==> src/rtl/alu_pkg.sv <==
// Shared encodings for the sequential ALU / multiply-divide unit:
// base ALU function codes, RV-M funct3 codes and the control FSM states.
package alu_pkg;

  localparam logic [3:0] ALU_ADD   = 4'b0000;
  localparam logic [3:0] ALU_SUB   = 4'b0001;
  localparam logic [3:0] ALU_PASSB = 4'b0011;
  localparam logic [3:0] ALU_OR    = 4'b0100;
  localparam logic [3:0] ALU_AND   = 4'b0101;
  localparam logic [3:0] ALU_XOR   = 4'b0111;
  localparam logic [3:0] ALU_SRL   = 4'b1000;
  localparam logic [3:0] ALU_SLL   = 4'b1001;
  localparam logic [3:0] ALU_SRA   = 4'b1010;
  localparam logic [3:0] ALU_SLT   = 4'b1101;
  localparam logic [3:0] ALU_SLTU  = 4'b1111;

  localparam logic [2:0] MD_MUL    = 3'b000;
  localparam logic [2:0] MD_MULH   = 3'b001;
  localparam logic [2:0] MD_MULHSU = 3'b010;
  localparam logic [2:0] MD_MULHU  = 3'b011;
  localparam logic [2:0] MD_DIV    = 3'b100;
  localparam logic [2:0] MD_DIVU   = 3'b101;
  localparam logic [2:0] MD_REM    = 3'b110;
  localparam logic [2:0] MD_REMU   = 3'b111;

  typedef enum logic [1:0] {IDLE, CALC, DONE} state_t;

  typedef struct packed {
    logic cf;
    logic zf;
    logic vf;
    logic sf;
  } flags_t;

endpackage

==> src/rtl/mdu_iter.sv <==
// Iterative RV-M datapath: XLEN shift-add / restoring-divide steps over
// magnitudes, then one sign-fixup cycle in which done is raised.
// Divide steps exist only when ALU_DIV_EN is defined.
module mdu_iter
  import alu_pkg::*;
#(
  parameter int XLEN = 32,
  localparam int SHW = $clog2(XLEN)
) (
  input  logic            clk,
  input  logic            rst,
  input  logic            start,
  input  logic [2:0]      funct,
  input  logic [XLEN-1:0] a,
  input  logic [XLEN-1:0] b,
  output logic            done,
  output logic [XLEN-1:0] res
);

  logic [2*XLEN-1:0] acc, acc_nxt;
  logic [XLEN-1:0]   mb;
  logic [SHW-1:0]    cnt;
  logic              run, fix, neg_q;
  logic [2:0]        fn_q;
  logic              a_sgn, b_sgn, sa, sb;
  logic [XLEN-1:0]   ma, mbv;
  logic [XLEN:0]     msum;
  logic [2*XLEN-1:0] prod;
  logic [XLEN-1:0]   mul_res;

  // Signed operands: MUL/MULH/MULHSU take a signed, MUL/MULH take b signed;
  // DIV/REM (funct[0]=0) take both signed.
  always_comb begin
    a_sgn = funct[2] ? ~funct[0] : (funct != MD_MULHU);
    b_sgn = funct[2] ? ~funct[0] : ~funct[1];
    sa    = a_sgn & a[XLEN-1];
    sb    = b_sgn & b[XLEN-1];
    ma    = sa ? (~a + 1'b1) : a;
    mbv   = sb ? (~b + 1'b1) : b;
  end

`ifdef ALU_DIV_EN
  logic          sa_q;
  logic [XLEN:0] dsub;
  logic [XLEN-1:0] q, rm, div_res;
`endif

  always_comb begin
    acc_nxt = acc;
    msum    = {1'b0, acc[2*XLEN-1:XLEN]} + {1'b0, (acc[0] ? mb : {XLEN{1'b0}})};
`ifdef ALU_DIV_EN
    // Restoring step: trial-subtract the divisor from {rem, next dividend bit}.
    dsub = acc[2*XLEN-1:XLEN-1] - {1'b0, mb};
    if (fn_q[2]) begin
      if (!dsub[XLEN]) acc_nxt = {dsub[XLEN-1:0], acc[XLEN-2:0], 1'b1};
      else             acc_nxt = {acc[2*XLEN-2:0], 1'b0};
    end else
`endif
      acc_nxt = {msum, acc[XLEN-1:1]};
  end

  always_ff @(posedge clk) begin
    if (rst) begin
      acc   <= '0;
      mb    <= '0;
      cnt   <= '0;
      run   <= 1'b0;
      fix   <= 1'b0;
      neg_q <= 1'b0;
      fn_q  <= '0;
`ifdef ALU_DIV_EN
      sa_q  <= 1'b0;
`endif
    end else begin
      fix <= 1'b0;
      if (start) begin
        acc   <= {{XLEN{1'b0}}, ma};
        mb    <= mbv;
        cnt   <= '0;
        run   <= 1'b1;
        neg_q <= sa ^ sb;
        fn_q  <= funct;
`ifdef ALU_DIV_EN
        sa_q  <= sa;
`endif
      end else if (run) begin
        acc <= acc_nxt;
        cnt <= cnt + 1'b1;
        if (cnt == '1) begin
          run <= 1'b0;
          fix <= 1'b1;
        end
      end
    end
  end

  always_comb begin
    prod    = neg_q ? (~acc + 1'b1) : acc;
    mul_res = (fn_q == MD_MUL) ? prod[XLEN-1:0] : prod[2*XLEN-1:XLEN];
`ifdef ALU_DIV_EN
    q       = acc[XLEN-1:0];
    rm      = acc[2*XLEN-1:XLEN];
    div_res = fn_q[1] ? (sa_q ? (~rm + 1'b1) : rm) : (neg_q ? (~q + 1'b1) : q);
    res     = fn_q[2] ? div_res : mul_res;
`else
    res     = mul_res;
`endif
    done    = fix;
  end

endmodule

==> src/rtl/alu_seq_mdu.sv <==
// Execute-stage ALU: single-cycle RV32I functions plus an iterative RV-M
// unit behind valid/ready handshakes. Define ALU_DIV_EN to build the divider.
module alu_seq_mdu
  import alu_pkg::*;
#(
  parameter int XLEN = 32,
  localparam int SHW = $clog2(XLEN)
) (
  input  logic            clk,
  input  logic            rst,
  input  logic            in_valid,
  output logic            in_ready,
  input  logic [3:0]      alufn,
  input  logic            md_sel,
  input  logic [2:0]      md_funct,
  input  logic            itype,
  input  logic [SHW-1:0]  shamt,
  input  logic [XLEN-1:0] a,
  input  logic [XLEN-1:0] b,
  output logic            out_valid,
  input  logic            out_ready,
  output logic [XLEN-1:0] r,
  output logic            cf,
  output logic            zf,
  output logic            vf,
  output logic            sf,
  output logic            busy
);

  state_t          state, state_nxt;
  flags_t          flg_q, alu_f;
  logic [XLEN-1:0] bop, sum, alu_r, md_val, mdu_res;
  logic            sub, carry, md_spec, accept, mdu_start, mdu_done;
  logic [SHW-1:0]  sh;

  function automatic flags_t md_flags(input logic [XLEN-1:0] v);
    md_flags = '{cf: 1'b0, zf: (v == '0), vf: 1'b0, sf: v[XLEN-1]};
  endfunction

  // Flags always come from the adder, which subtracts whenever alufn[0] is set.
  always_comb begin
    sub          = alufn[0];
    bop          = sub ? ~b : b;
    {carry, sum} = {1'b0, a} + {1'b0, bop} + {{XLEN{1'b0}}, sub};
    sh           = itype ? shamt : b[SHW-1:0];
    alu_f.cf     = carry;
    alu_f.zf     = (sum == '0);
    alu_f.sf     = sum[XLEN-1];
    alu_f.vf     = a[XLEN-1] ^ ~b[XLEN-1] ^ sum[XLEN-1] ^ carry;
    alu_r        = '0;
    case (alufn)
      ALU_ADD, ALU_SUB: alu_r = sum;
      ALU_PASSB:        alu_r = b;
      ALU_OR:           alu_r = a | b;
      ALU_AND:          alu_r = a & b;
      ALU_XOR:          alu_r = a ^ b;
      ALU_SRL:          alu_r = a >> sh;
      ALU_SLL:          alu_r = a << sh;
      ALU_SRA:          alu_r = $signed(a) >>> sh;
      ALU_SLT:          alu_r = {{(XLEN-1){1'b0}}, alu_f.sf ^ alu_f.vf};
      ALU_SLTU:         alu_r = {{(XLEN-1){1'b0}}, ~carry};
      default:          alu_r = '0;
    endcase
  end

  // M-ops resolved at accept without iterating.
  always_comb begin
    md_spec = 1'b0;
    md_val  = '0;
`ifdef ALU_DIV_EN
    if (md_funct[2]) begin
      if (b == '0) begin
        md_spec = 1'b1;
        md_val  = md_funct[1] ? a : '1;
      end else if (!md_funct[0] && a == {1'b1, {(XLEN-1){1'b0}}} && b == '1) begin
        md_spec = 1'b1;
        md_val  = md_funct[1] ? '0 : a;
      end
    end
`else
    md_spec = md_funct[2];
`endif
  end

  assign accept    = in_valid && (state == IDLE);
  assign mdu_start = accept && md_sel && !md_spec;

  mdu_iter #(.XLEN(XLEN)) u_mdu (
    .clk   (clk),
    .rst   (rst),
    .start (mdu_start),
    .funct (md_funct),
    .a     (a),
    .b     (b),
    .done  (mdu_done),
    .res   (mdu_res)
  );

  always_ff @(posedge clk) begin
    if (rst) state <= IDLE;
    else     state <= state_nxt;
  end

  always_comb begin
    state_nxt = state;
    in_ready  = 1'b0;
    busy      = 1'b0;
    out_valid = 1'b0;
    case (state)
      IDLE: begin
        in_ready = 1'b1;
        if (accept) state_nxt = mdu_start ? CALC : DONE;
      end
      CALC: begin
        busy = 1'b1;
        if (mdu_done) state_nxt = DONE;
      end
      DONE: begin
        out_valid = 1'b1;
        if (out_ready) state_nxt = IDLE;
      end
      default: state_nxt = IDLE;
    endcase
  end

  always_ff @(posedge clk) begin
    if (rst) begin
      r     <= '0;
      flg_q <= '0;
    end else if (accept && !mdu_start) begin
      r     <= md_sel ? md_val : alu_r;
      flg_q <= md_sel ? md_flags(md_val) : alu_f;
    end else if (state == CALC && mdu_done) begin
      r     <= mdu_res;
      flg_q <= md_flags(mdu_res);
    end
  end

  assign cf = flg_q.cf;
  assign zf = flg_q.zf;
  assign vf = flg_q.vf;
  assign sf = flg_q.sf;

endmodule

==> config.mk <==
export PLATFORM = sky130hd
export DESIGN_NAME = alu_seq_mdu
export DESIGN_NICKNAME = d
export VERILOG_FILES = /design/src/rtl/alu_pkg.sv /design/src/rtl/mdu_iter.sv /design/src/rtl/alu_seq_mdu.sv
export SDC_FILE = /design/constraint.sdc
export NUM_CORES = 1
export LEC_CHECK = 0
export ABC_CLOCK_PERIOD_IN_PS = 12500
export CORE_UTILIZATION = 44
export DETAILED_ROUTE_END_ITERATION = 7
export PLACE_DENSITY_LB_ADDON = 0.15
export REMOVE_ABC_BUFFERS = 1
export SYNTH_ARGS = -nofsm -noshare
export SYNTH_HDL_FRONTEND = slang
export SYNTH_SLANG_ARGS = --single-unit
==> constraint.sdc <==
create_clock -name clk -period 12.5 [get_ports clk]
set_clock_uncertainty 0.15 [all_clocks]
set_input_delay 3.125 -clock clk [delete_from_list [all_inputs] [get_ports clk]]
set_output_delay 3.125 -clock clk [all_outputs]
set_load 0.02 [all_outputs]
==> results.cfg <==
[floorplanning]
rows = 74
ioPinCount = 121
die_w_um = 205.1
dieArea_um2 = 42070
die_y_um = 205.1
initial_core_util = 0.4456
core_area_um2 = 40740

[yosys]
ys_warn_count = 0
synth_cells = 2524
async_flop_share = 0
synthDistinctLibCells = 77
yosysSeqAreaShare = 0.1599
syn-cell-area_um2 = 18150
synth_ff_type = dfxtp_1
synth_edf_count = 0
syn_avg_cell_area_um2 = 7.192
ys_seq_elements = 145

[clock_tree]
cts_buffers = 17
cts_tree = done
cts_setup_buffers = 0
clkLatencyLatePin_ps = 460
cts.clk_slew.worst_paths_ps = 60
ctsResizeCount = 0
hold_buffers = 0
cts.sinks = 145
cts.path.max_buffers = 2
root_buffer = clkbuf_16
cts_max_level = 4

[route]
wl_met1_mm = 35.01
wl_per_cell_um = 26.57
viasPerCell = 6.489
routed.top_layer = met4
dr.first_iter.drc_count = 2500
route.met3.wl_mm = 6.466
drtAntennaViolNets = 0
drc = 1
vias = 19850
dr.pass1.iters = 8
wl_mm = 81.27
met2_length_mm = 36.43

[timing]
fin_tns_setup_ps = 0
finalSetupViolCount = 0
worst_slew_pin_slew_ps = 1313
period_share = 0.6212
rsz0062_at_grt = false
clock.fmax_ghz = 0.1288
relSlewSlack = 0.1167
final_hold_viol_count = 0
finalMaxSlewViolations = 0
min_period_ps = 7765

[layout]
nets = 2730
fillers = 4212
layout_commonest_cell = nor2_1
syn_to_final_growth_pct = 11.59
drive_above_1_share = 0.05580
layout_common_cells = nor2_1, nand2_1, o21ai_0, a21oi_1, dfxtp_1
multiInputGateArea_um2 = 14320
fin_area_um2 = 20260
final-seq-area_um2 = 2908
insertedDiodeCount = 0

[setup_path]
start_kind = input pin
critPathCaptureType = register
critPathArrivalTime_ps = 7980
path_class = in -> reg
crit_required_ps = 12720
path_max_fanout = 8

[hold_path]
hold_class = reg -> reg

[place]
gp_congestion = 0.9897
io_buffer_count = 120
dpl_cell_area_um2 = 19680
hpwl_mm = 62.45

[global_routing]
antenna_found_initial = 0
grt_pass1_wl_mm = 119.5
overflow = 0
grt_max_degree = 78
grtUsageTotal = 0.3820
first_global_vias = 18620

[status]
violations = DRC
outcome = finished, violations left

[power]
pwr_density_cell_nw_per_um2 = 91.13
peakVddDrop_mv = 0.1008
total_power_mw = 1.846
leakagePower_nw = 8.033

[job]
maxCapViolations = 0
==> cells by family after synthesis <==
| logic type | synth area share |
|---|---|
| fa+ha+maj | 0.09318 |
| simple gates | 0.2172 |
| buf+inv | 0.05597 |
| mux | 0.09697 |
| flops | 0.1599 |
| xor+xnor | 0.09697 |
| compound gates | 0.2798 |
==> worst max-delay path, cell delays in order <==
cell             delay, ps
clkdlybuf4s50_1        700
mux2_2                 440
fa_1                   410
a21o_1                 180
a2111o_1               440
a2111oi_0              430
buf_4                  200
or4b_2                 120
nand2_1                120
a311oi_1               640
o21ai_0                400
xnor2_1                230
o221ai_1               210
nand2_1                 90
a211oi_1               230
==> metal layers <==
layer / global-route usage / vias to the layer above
met5: 0 / -
met4: 0.1704 / 0
met3: 0.06379 / 151
met2: 0.5966 / 931
met1: 0.5128 / 9541
li1: - / 9226
==> final cells by class <==
type                       count  share of cell area
timing repair buffer         157             0.07264
clock inverter                12            0.006733
tap                          532             0.03286
sequential                   145              0.1435
multi-input combinational   2109              0.7071
clock buffer                  20             0.02156
inverter                      84             0.01557
==> report_power, final <==
part / switching (mW) / internal (mW)
Combinational: 0.538 / 0.283
Clock: 0.218 / 0.294
Sequential: 0.0279 / 0.485
==> state kept, by name, summed over array words and instances, names as in the netlist <==
name         flops
u_mdu.acc       64
r               32
sf               1
u_mdu.neg_q      1
zf               1
vf               1
u_mdu.run        1
cf               1
u_mdu.done       1
u_mdu.mb        32
state            2
u_mdu.cnt        5
u_mdu.fn_q       3
==> final timing paths <==
kind                               startpoint     endpoint  slack (ps)  cells after the start
worst min-delay path              u_mdu.mb[0]  u_mdu.mb[0]         300                      2
worst max-delay path                     b[0]         r[0]        4740                     15
worst min register to register    u_mdu.mb[0]  u_mdu.mb[0]         300                      2
worst max register to register  u_mdu.acc[21]           zf        7360                     11
==> synth_stat cells, drive strengths merged, types with 16 or more instances <==
master,number,area share
a211oi,99,0.041
a21o,33,0.014
a21oi,146,0.040
a221oi,16,0.0077
a22oi,16,0.0066
a31oi,26,0.0090
and2,45,0.016
buf,22,0.0047
clkbuf,164,0.034
dfxtp,145,0.16
ha,132,0.091
inv,82,0.017
mux2i,123,0.068
mux4,21,0.026
nand2,216,0.045
nand2b,19,0.0065
nand3,40,0.011
nand4,23,0.0079
nor2,335,0.069
nor3,52,0.014
nor4,33,0.012
o211ai,42,0.017
o21a,18,0.0074
o21ai,201,0.055
o31ai,33,0.014
o41ai,29,0.015
or3,27,0.0093
xnor2,105,0.051
xor2,96,0.046
==> metrics by stage <==
stage	hold WS (ps)	utilization	instances	setup WS, ps
2_1_floorplan	271.2	-	2338	4995
3_3_place_gp	287.6	0.4832	3027	4451
3_5_place_dp	295.3	0.4832	3027	4412
4_1_cts	303.4	0.4972	3059	4881
5_1_grt	318.7	0.4972	3059	4596
6_report	304.4	0.4972	3059	4735
No activity file was read; power rests on OpenSTA's default activity.
